### src/rtl/lcd_bus_arbiter.sv
// lcd_bus_arbiter: two-requester round-robin arbiter driving an HD44780-style
// write-only LCD bus. Each transfer is SETUP 1 ms, PULSE 1 ms (lcd_e high),
// HOLD 2 ms. Optional power-on/init sequence under macro LCD_ARB_INIT_SEQ_EN.
module lcd_bus_arbiter #(
  parameter int CNT1MS     = 100_000,
  parameter int POWERON_MS = 20
) (
  input  logic       clk,
  input  logic       reset,
  input  logic       req0_valid,
  input  logic       req0_rs,
  input  logic [7:0] req0_data,
  output logic       req0_ready,
  input  logic       req1_valid,
  input  logic       req1_rs,
  input  logic [7:0] req1_data,
  output logic       req1_ready,
  output logic       lcd_e,
  output logic       lcd_rs,
  output logic       lcd_rw,
  output logic [7:0] lcd_data,
  output logic       init_done,
  output logic       busy
);

  localparam int             CW       = (CNT1MS > 1) ? $clog2(CNT1MS) : 1;
  localparam logic [CW-1:0]  CNT_LAST = CW'(CNT1MS - 1);
  localparam logic [15:0]    MS_ONE   = 16'd0;
  localparam logic [15:0]    MS_TWO   = 16'd1;
`ifdef LCD_ARB_INIT_SEQ_EN
  localparam logic [15:0]    MS_PWR   = 16'(POWERON_MS - 1);
`endif

  typedef enum logic [2:0] {
    IDLE,
    SETUP,
    PULSE,
    HOLD
`ifdef LCD_ARB_INIT_SEQ_EN
    ,
    PWRON,
    INIT_SETUP,
    INIT_PULSE,
    INIT_HOLD
`endif
  } state_t;

  state_t        state, state_n;
  logic [CW-1:0] cnt, cnt_n;
  logic [15:0]   ms, ms_n;
  logic          rs_q, rs_n;
  logic [7:0]    data_q, data_n;
  logic          last, last_n;   // 1 = req1 was granted last
  logic          grant0, grant1;
  logic          cnt_wrap;
`ifdef LCD_ARB_INIT_SEQ_EN
  logic [2:0]    idx, idx_n;
  logic          done_q, done_n;

  function automatic logic [7:0] init_cmd(input logic [2:0] i);
    case (i)
      3'd0:    init_cmd = 8'h38;
      3'd1:    init_cmd = 8'h08;
      3'd2:    init_cmd = 8'h01;
      3'd3:    init_cmd = 8'h06;
      3'd4:    init_cmd = 8'h0C;
      default: init_cmd = 8'h02;
    endcase
  endfunction
`endif

  assign cnt_wrap = (cnt == CNT_LAST);

  // State and datapath registers
  always_ff @(posedge clk) begin
    if (reset) begin
`ifdef LCD_ARB_INIT_SEQ_EN
      state  <= PWRON;
      idx    <= '0;
      done_q <= 1'b0;
`else
      state  <= IDLE;
`endif
      cnt    <= '0;
      ms     <= '0;
      rs_q   <= 1'b0;
      data_q <= '0;
      last   <= 1'b1;
    end else begin
      state  <= state_n;
`ifdef LCD_ARB_INIT_SEQ_EN
      idx    <= idx_n;
      done_q <= done_n;
`endif
      cnt    <= cnt_n;
      ms     <= ms_n;
      rs_q   <= rs_n;
      data_q <= data_n;
      last   <= last_n;
    end
  end

  // Next-state, phase timing, arbitration and byte latching
  always_comb begin
    state_n = state;
    cnt_n   = cnt + CW'(1);
    ms_n    = ms;
    rs_n    = rs_q;
    data_n  = data_q;
    last_n  = last;
    grant0  = 1'b0;
    grant1  = 1'b0;
`ifdef LCD_ARB_INIT_SEQ_EN
    idx_n   = idx;
    done_n  = done_q;
`endif
    if (cnt_wrap) begin
      cnt_n = '0;
      ms_n  = ms + 16'd1;
    end

    case (state)
      IDLE: begin
        cnt_n = '0;
        ms_n  = '0;
        if (req0_valid && (!req1_valid || last)) begin
          grant0 = 1'b1;
        end else if (req1_valid) begin
          grant1 = 1'b1;
        end
        if (grant0) begin
          state_n = SETUP;
          rs_n    = req0_rs;
          data_n  = req0_data;
          last_n  = 1'b0;
        end else if (grant1) begin
          state_n = SETUP;
          rs_n    = req1_rs;
          data_n  = req1_data;
          last_n  = 1'b1;
        end
      end
      SETUP: if (cnt_wrap && ms == MS_ONE) state_n = PULSE;
      PULSE: if (cnt_wrap && ms == MS_ONE) state_n = HOLD;
      HOLD:  if (cnt_wrap && ms == MS_TWO) state_n = IDLE;
`ifdef LCD_ARB_INIT_SEQ_EN
      PWRON: begin
        if (cnt_wrap && ms == MS_PWR) begin
          state_n = INIT_SETUP;
          idx_n   = '0;
          rs_n    = 1'b0;
          data_n  = init_cmd(3'd0);
        end
      end
      INIT_SETUP: if (cnt_wrap && ms == MS_ONE) state_n = INIT_PULSE;
      INIT_PULSE: if (cnt_wrap && ms == MS_ONE) state_n = INIT_HOLD;
      INIT_HOLD: begin
        if (cnt_wrap && ms == MS_TWO) begin
          if (idx == 3'd5) begin
            state_n = IDLE;
            done_n  = 1'b1;
          end else begin
            state_n = INIT_SETUP;
            idx_n   = idx + 3'd1;
            data_n  = init_cmd(idx + 3'd1);
          end
        end
      end
`endif
      default: state_n = IDLE;
    endcase

    // Every state entry restarts the phase timers
    if (state_n != state) begin
      cnt_n = '0;
      ms_n  = '0;
    end
  end

  // Outputs; reset forces the bus quiet combinationally
`ifdef LCD_ARB_INIT_SEQ_EN
  assign lcd_e     = !reset && (state == PULSE || state == INIT_PULSE);
  assign init_done = !reset && done_q;
  assign busy      = reset ? 1'b1 : (state != IDLE);
`else
  assign lcd_e     = !reset && (state == PULSE);
  assign init_done = 1'b1;
  assign busy      = reset ? 1'b0 : (state != IDLE);
`endif
  assign lcd_rs     = !reset && rs_q;
  assign lcd_data   = reset ? '0 : data_q;
  assign lcd_rw     = 1'b0;
  assign req0_ready = !reset && grant0;
  assign req1_ready = !reset && grant1;

endmodule

### config.mk
export PLATFORM = sky130hd
export DESIGN_NAME = lcd_bus_arbiter
export DESIGN_NICKNAME = d
export VERILOG_FILES = /design/src/rtl/lcd_bus_arbiter.sv
export SDC_FILE = /design/constraint.sdc
export NUM_CORES = 1
export LEC_CHECK = 0
export ABC_CLOCK_PERIOD_IN_PS = 1800
export CAP_MARGIN = 20
export CORE_AREA = 2 2 73 75
export DETAILED_ROUTE_END_ITERATION = 16
export DIE_AREA = 0 0 75 77
export GPL_TIMING_DRIVEN = 0
export PLACE_DENSITY = 0.74
export SETUP_SLACK_MARGIN = 0.3
export SYNTH_ARGS = -nofsm -noshare
export SYNTH_HDL_FRONTEND = slang
export SYNTH_SLANG_ARGS = --single-unit
### constraint.sdc
create_clock -name clk -period 1.8 [get_ports clk]
set_input_delay 0.27 -clock clk [delete_from_list [all_inputs] [get_ports clk]]
set_output_delay 0.27 -clock clk [all_outputs]
set_load 0.05 [all_outputs]
Yosys cells after proc, flatten, opt, wreduce, memory -nomap -nowiden
Index checks and enable logic that the tools add are counted.

storage, ports and cells
  flip-flop bits (word level) = 46
  input bits = 22
  logic and storage cells = 52

cells by class
  add/subtract/negate cells = 2
  equal/unequal tests = 6
  mux-type cells = 21
  reduce and logical (&&, ||, !) cells = 17

operators with widths
  operator                                              count
  two-way mux 8 bit                                     3
  adder 17 x 1 -> 17 bit, second input constant         1
  equality test 17 bit, second input constant           1
  adder 16 x 1 -> 16 bit, second input constant         1
  equality test 16 x 1 -> 1 bit, second input constant  1
  logical NOT 16 bit                                    1
  two-way mux 3 bit                                     5
  two-way mux 1 bit                                     12
  case mux 3 bit (4 select lines)                       1
  logical AND 1 bit                                     7
  equality test 3 x 2 -> 1 bit, second input constant   2
  OR reduction 4 bit                                    1
  equality test 3 x 1 -> 1 bit, second input constant   1
  logical NOT 3 bit                                     1
  != test 3 bit                                         1
  nonzero test 3 bit                                    1
  OR reduction 3 bit                                    1
  logical NOT 1 bit                                     2
  AND reduction 2 bit                                   1
  nonzero test 2 bit                                    1
  logical OR 1 bit                                      1

Depth between registers and ports, before layout
  depth in word-level cells = 10
  depth in mapped cells = 8

Worst setup path after synthesis
OpenSTA, ideal clock, no wires.

  kind = reg2out
  start = register state[1]
  end = output port req0_ready
  data arrival time = 1.938 ns
  required time = 1.530 ns
  setup slack = -0.408 ns
  stages on the path, launching flop included = 4
  path through = dfxtp_1 > clkbuf_1 > nor3_2 > nor3b_1

on the way
  longest elaborated chain between the ends = 3

ends and longest elaborated chain
  element                 line  source
  start, declared         48    state_t state, state_n;
  start signal, assigned  90    state <= state_n;
  logical NOT 3 bit       122   case (state)
  two-way mux 1 bit       122
  logical AND 1 bit       193   assign req0_ready = !reset && grant0;
  end, declared           13    output logic req0_ready,

No other way between the ends.

Final worst setup path
  start = register cnt[1]
  end = register cnt[15]

on the way
  longest elaborated chain between the ends = 6

ends and longest elaborated chain
  element                                      line           source
  start, declared                              49             logic [CW-1:0] cnt, cnt_n;
  start signal, assigned                       95             cnt <= cnt_n;
  equality test 17 bit                         72             assign cnt_wrap = (cnt == CNT_LAST);
  logical AND 1 bit, on equally long branches  145, 143, 144
  two-way mux 3 bit, on equally long branches  145, 143, 144
  case mux 3 bit (4 select lines)              122
  != test 3 bit                                174            if (state_n != state) begin
  OR reduction 4 bit (no line)                 --

Several ways; a longest one is shown, not always the timed one.
A chain may end at the register's enable or synchronous reset.

==> results.yml <==
sta:
  setup_viol: 0
  finalCriticalPeriod_ns: 1.695
  rsz0062_at_grt: "true"
  finalHoldViolations: 0
  timing.hold.ws_ns: 0.4208
  worst_clock_skew_ns: 0.008848
  fin_crit_sh_pct: 94.16
  slew_violations: 0
  fmaxAchievable_ghz: 0.5900
die:
  floorplan_core_area_mm2: 0.004977
  placementRows: 26
  initial_core_util_pct: 47.21
  dieArea_mm2: 0.005775
  die_height_um: 77
  io-pin-count: 37
  dieWidth_um: 75
final_layout:
  layout.cells.most_common_list: "37 x sky130_fd_sc_hd__nor2_1, 33 x sky130_fd_sc_hd__dfxtp_1, 20 x sky130_fd_sc_hd__buf_4"
  multi_input_comb_area_mm2: 0.001511
  mostFrequentLayoutCell: "sky130_fd_sc_hd__nor2_1"
  layout-area-overhead-vs-synth_pct: 43.24
  nNetsFinal: 361
  final_layout_size_suffix_gt1_share_pct: 32.74
  antenna-diode-count: 0
  layout.area.seq_um2: 942.2
  fillCellCount: 400
  finalNonFillerCells: 406
clocking:
  clock_latency_ns: 0.30
  clockBufferDepth: 2
  clk_pin_slew_worst_setup_hold_paths_ns: 0.09
  cts_hold_buffers: 0
  cts_tree: "built"
  cts.root.buffer_cell: "sky130_fd_sc_hd__clkbuf_8"
  cts_made_buffers: 5
  sink_count: 46
  cts_max_level: 2
synthesis:
  post_synth_inst_count: 272
  synth_cell_type_count: 41
  number_of_synthesized_flops_with_an_enable_pin: 0
  netlist_area_mm2: 0.002350
  asyncSetResetFlopFracSynth_pct: 0
  synth_seq_cells: 46
  synth_flop_cell: "sky130_fd_sc_hd__dfxtp_1"
  synth-seq-area-share_pct: 39.19
  synth_warnings: 0
  postSynthAreaPerCell_um2: 8.639
routing:
  wl_per_cell_um: 13.21
  ant_nets: 0
  drc: 0
  routed_via_density: 5.079
  num_vias: 2062
  drtPass1Iterations: 4
  routed_wirelength_mm: 5.362
  drt-initial-drc-count: 99
critical_path:
  critPathMaxFanout: 6
  critical-path-slowest-cell: "sky130_fd_sc_hd__a2111o_1"
  ff2ff_setup_slack_ns: 0.11
  cp-end-kind: "flop"
  critPathMostFrequentCell: "sky130_fd_sc_hd__and4_4"
  worstPathArrival_ns: 1.93
  required_ns: 2.03
  crit_path_cell_trace: "ha_4 -> and4_4 -> and4_4 -> buf_6 -> a2111o_1 -> buf_8 -> a21oi_2"
  critPathLaunchType: "flop"
  worst_path_largest_cell_delay_ns: 0.41
  critical_path_class: "reg2reg"
power:
  ir_drop_mv: 0.4287
  finalPower_uw: 1999
  p_leak_uw: 0.001240
  power.share.combinational_pct: 15.1
  p_seq_share_pct: 52.5
  p_int_uw: 1493
  netSwitchingFraction_pct: 25.35
  power.net_switching_uw: 506.8
  pwr-share-clk_pct: 32.4
  powerDensity_mw_per_mm2: 594.1
placed_design:
  dpl.cell_count: 377
  total_half_perimeter_wirelength_after_legalization_and_detailed_placement_mm: 3.522
  gpl.final_weighted_congestion: 0.7819
  buffer_ports.inserted: 34
global_route:
  global_route_wire_length_before_repair_mm: 8.949
  grt_pass1_vias: 2019
  globalRouteOverflowTotal: 0
  grt_antenna_before_repair: 0
  grt_max_degree: 14
  total_routing_usage_gr_pct: 19.29
hold_path:
  hold_class: "in2reg"
run:
  drv.max_cap_violation_count: 0
run_status:
  outcome: "finished, final reports clean"
==> sequential cells by signal, summed over array words and instances (netlist names) <==
name    cells
cnt        17
rs_q        1
data_q      8
state       3
ms         16
last        1
==> metrics by stage <==
stage               worst slack [ns]  TNS, ns  area, um2  utilization, %
detailed placement           -0.9591   -10.40       2894           58.14
global placement             -0.9611   -10.20       2894           58.14
global route                 0.03836        0       3366           67.62
floorplan                     0.2138        0       2466               -
finish                        0.1052        0       3366           67.62
CTS                           0.1409        0       3188           64.05
==> layer usage <==
layer	wire (um)	global-route usage, %
met2	2750	32.54
met1	2385	24.73
met4	44	4.464
met5	0	0
met3	182	4.074
==> power groups by stage <==
stage | Sequential (uW) | Combinational, uW | Clock [uW]
2_1_floorplan | 1070 | 168 | 0
3_3_place_gp | 1080 | 259 | 0
3_5_place_dp | 1080 | 264 | 0
4_1_cts | 1050 | 278 | 672
5_1_grt | 1050 | 324 | 712
6_report | 1050 | 302 | 647
==> timing repair <==
action / in CTS / in global routing
setup endpoints to repair: 57 / 50
cloned: 1 / 2
resized for setup: 101 / 42
buffers inserted: 15 / 3
pin swaps: 17 / 8
==> cell families after synthesis <==
group | after synthesis | synth area share, %
flops | 46 | 39.19
mux | 10 | 4.260
xor+xnor | 30 | 11.18
fa+ha+maj | 4 | 2.130
buf+inv | 24 | 4.899
simple gates | 132 | 30.78
compound gates | 24 | 7.242
other cells | 2 | 0.3196
==> worst paths after layout <==
kind | cells past startpoint | end | start
worst max register to register | 7 | cnt[15]$_SDFF_PP0_ | cnt[1]$_SDFF_PP0_
worst max-delay path | 7 | cnt[15]$_SDFF_PP0_ | cnt[1]$_SDFF_PP0_
worst min register to register | 2 | data_q[6]$_SDFFE_PP0P_ | data_q[6]$_SDFFE_PP0P_
worst min-delay path | 3 | last$_SDFFE_PP1P_ | req0_valid
==> worst max-delay path, delay by kind of cell (launching register included) <==
family,cells,cell delay (ns)
AOI/OAI and AO/OA,2,0.50
adders and majority gates,1,0.16
buffers and inverters,2,0.30
DFF,1,0.34
and+or+nand+nor,2,0.33
==> synthesized netlist by cell type, types with 2 or more instances <==
cell type	instances	area share, %
sky130_fd_sc_hd__conb_1	2	0.32
sky130_fd_sc_hd__nand3_1	8	1.7
sky130_fd_sc_hd__xor2_1	19	7.1
sky130_fd_sc_hd__nor2_2	2	0.53
sky130_fd_sc_hd__a21oi_1	4	0.85
sky130_fd_sc_hd__buf_2	5	1.1
sky130_fd_sc_hd__nor2b_1	9	2.4
sky130_fd_sc_hd__nand2_1	17	2.7
sky130_fd_sc_hd__a31oi_1	3	0.80
sky130_fd_sc_hd__and3_1	4	1.1
sky130_fd_sc_hd__nor3b_1	2	0.64
sky130_fd_sc_hd__nor4b_4	2	2.0
sky130_fd_sc_hd__a211oi_1	9	2.9
sky130_fd_sc_hd__dfxtp_1	46	39
sky130_fd_sc_hd__inv_1	9	1.4
sky130_fd_sc_hd__nor2_1	50	8.0
sky130_fd_sc_hd__nor4_1	3	0.80
sky130_fd_sc_hd__o21ai_0	3	0.64
sky130_fd_sc_hd__nand4_1	13	3.5
sky130_fd_sc_hd__buf_4	5	1.6
sky130_fd_sc_hd__and4_1	2	0.75
sky130_fd_sc_hd__ha_1	4	2.1
sky130_fd_sc_hd__and4_2	2	0.85
sky130_fd_sc_hd__and2_1	2	0.53
sky130_fd_sc_hd__nor3_1	7	1.5
sky130_fd_sc_hd__and4b_1	2	0.85
sky130_fd_sc_hd__mux2i_1	10	4.3
sky130_fd_sc_hd__xnor2_1	11	4.1
sky130_fd_sc_hd__clkbuf_1	5	0.80
==> cell type report <==
| cell class | instances | share of cell area (%) |
|---|---|---|
| timing repair buffer | 55 | 15.76 |
| tap | 70 | 2.602 |
| multi-input combinational | 203 | 44.91 |
| clock buffer | 7 | 2.565 |
| buffer | 15 | 5.019 |
| sequential | 46 | 27.99 |
| inverter | 9 | 1.004 |
| clock inverter | 1 | 0.1487 |
Note: power is estimated with default switching activity, not from simulation.
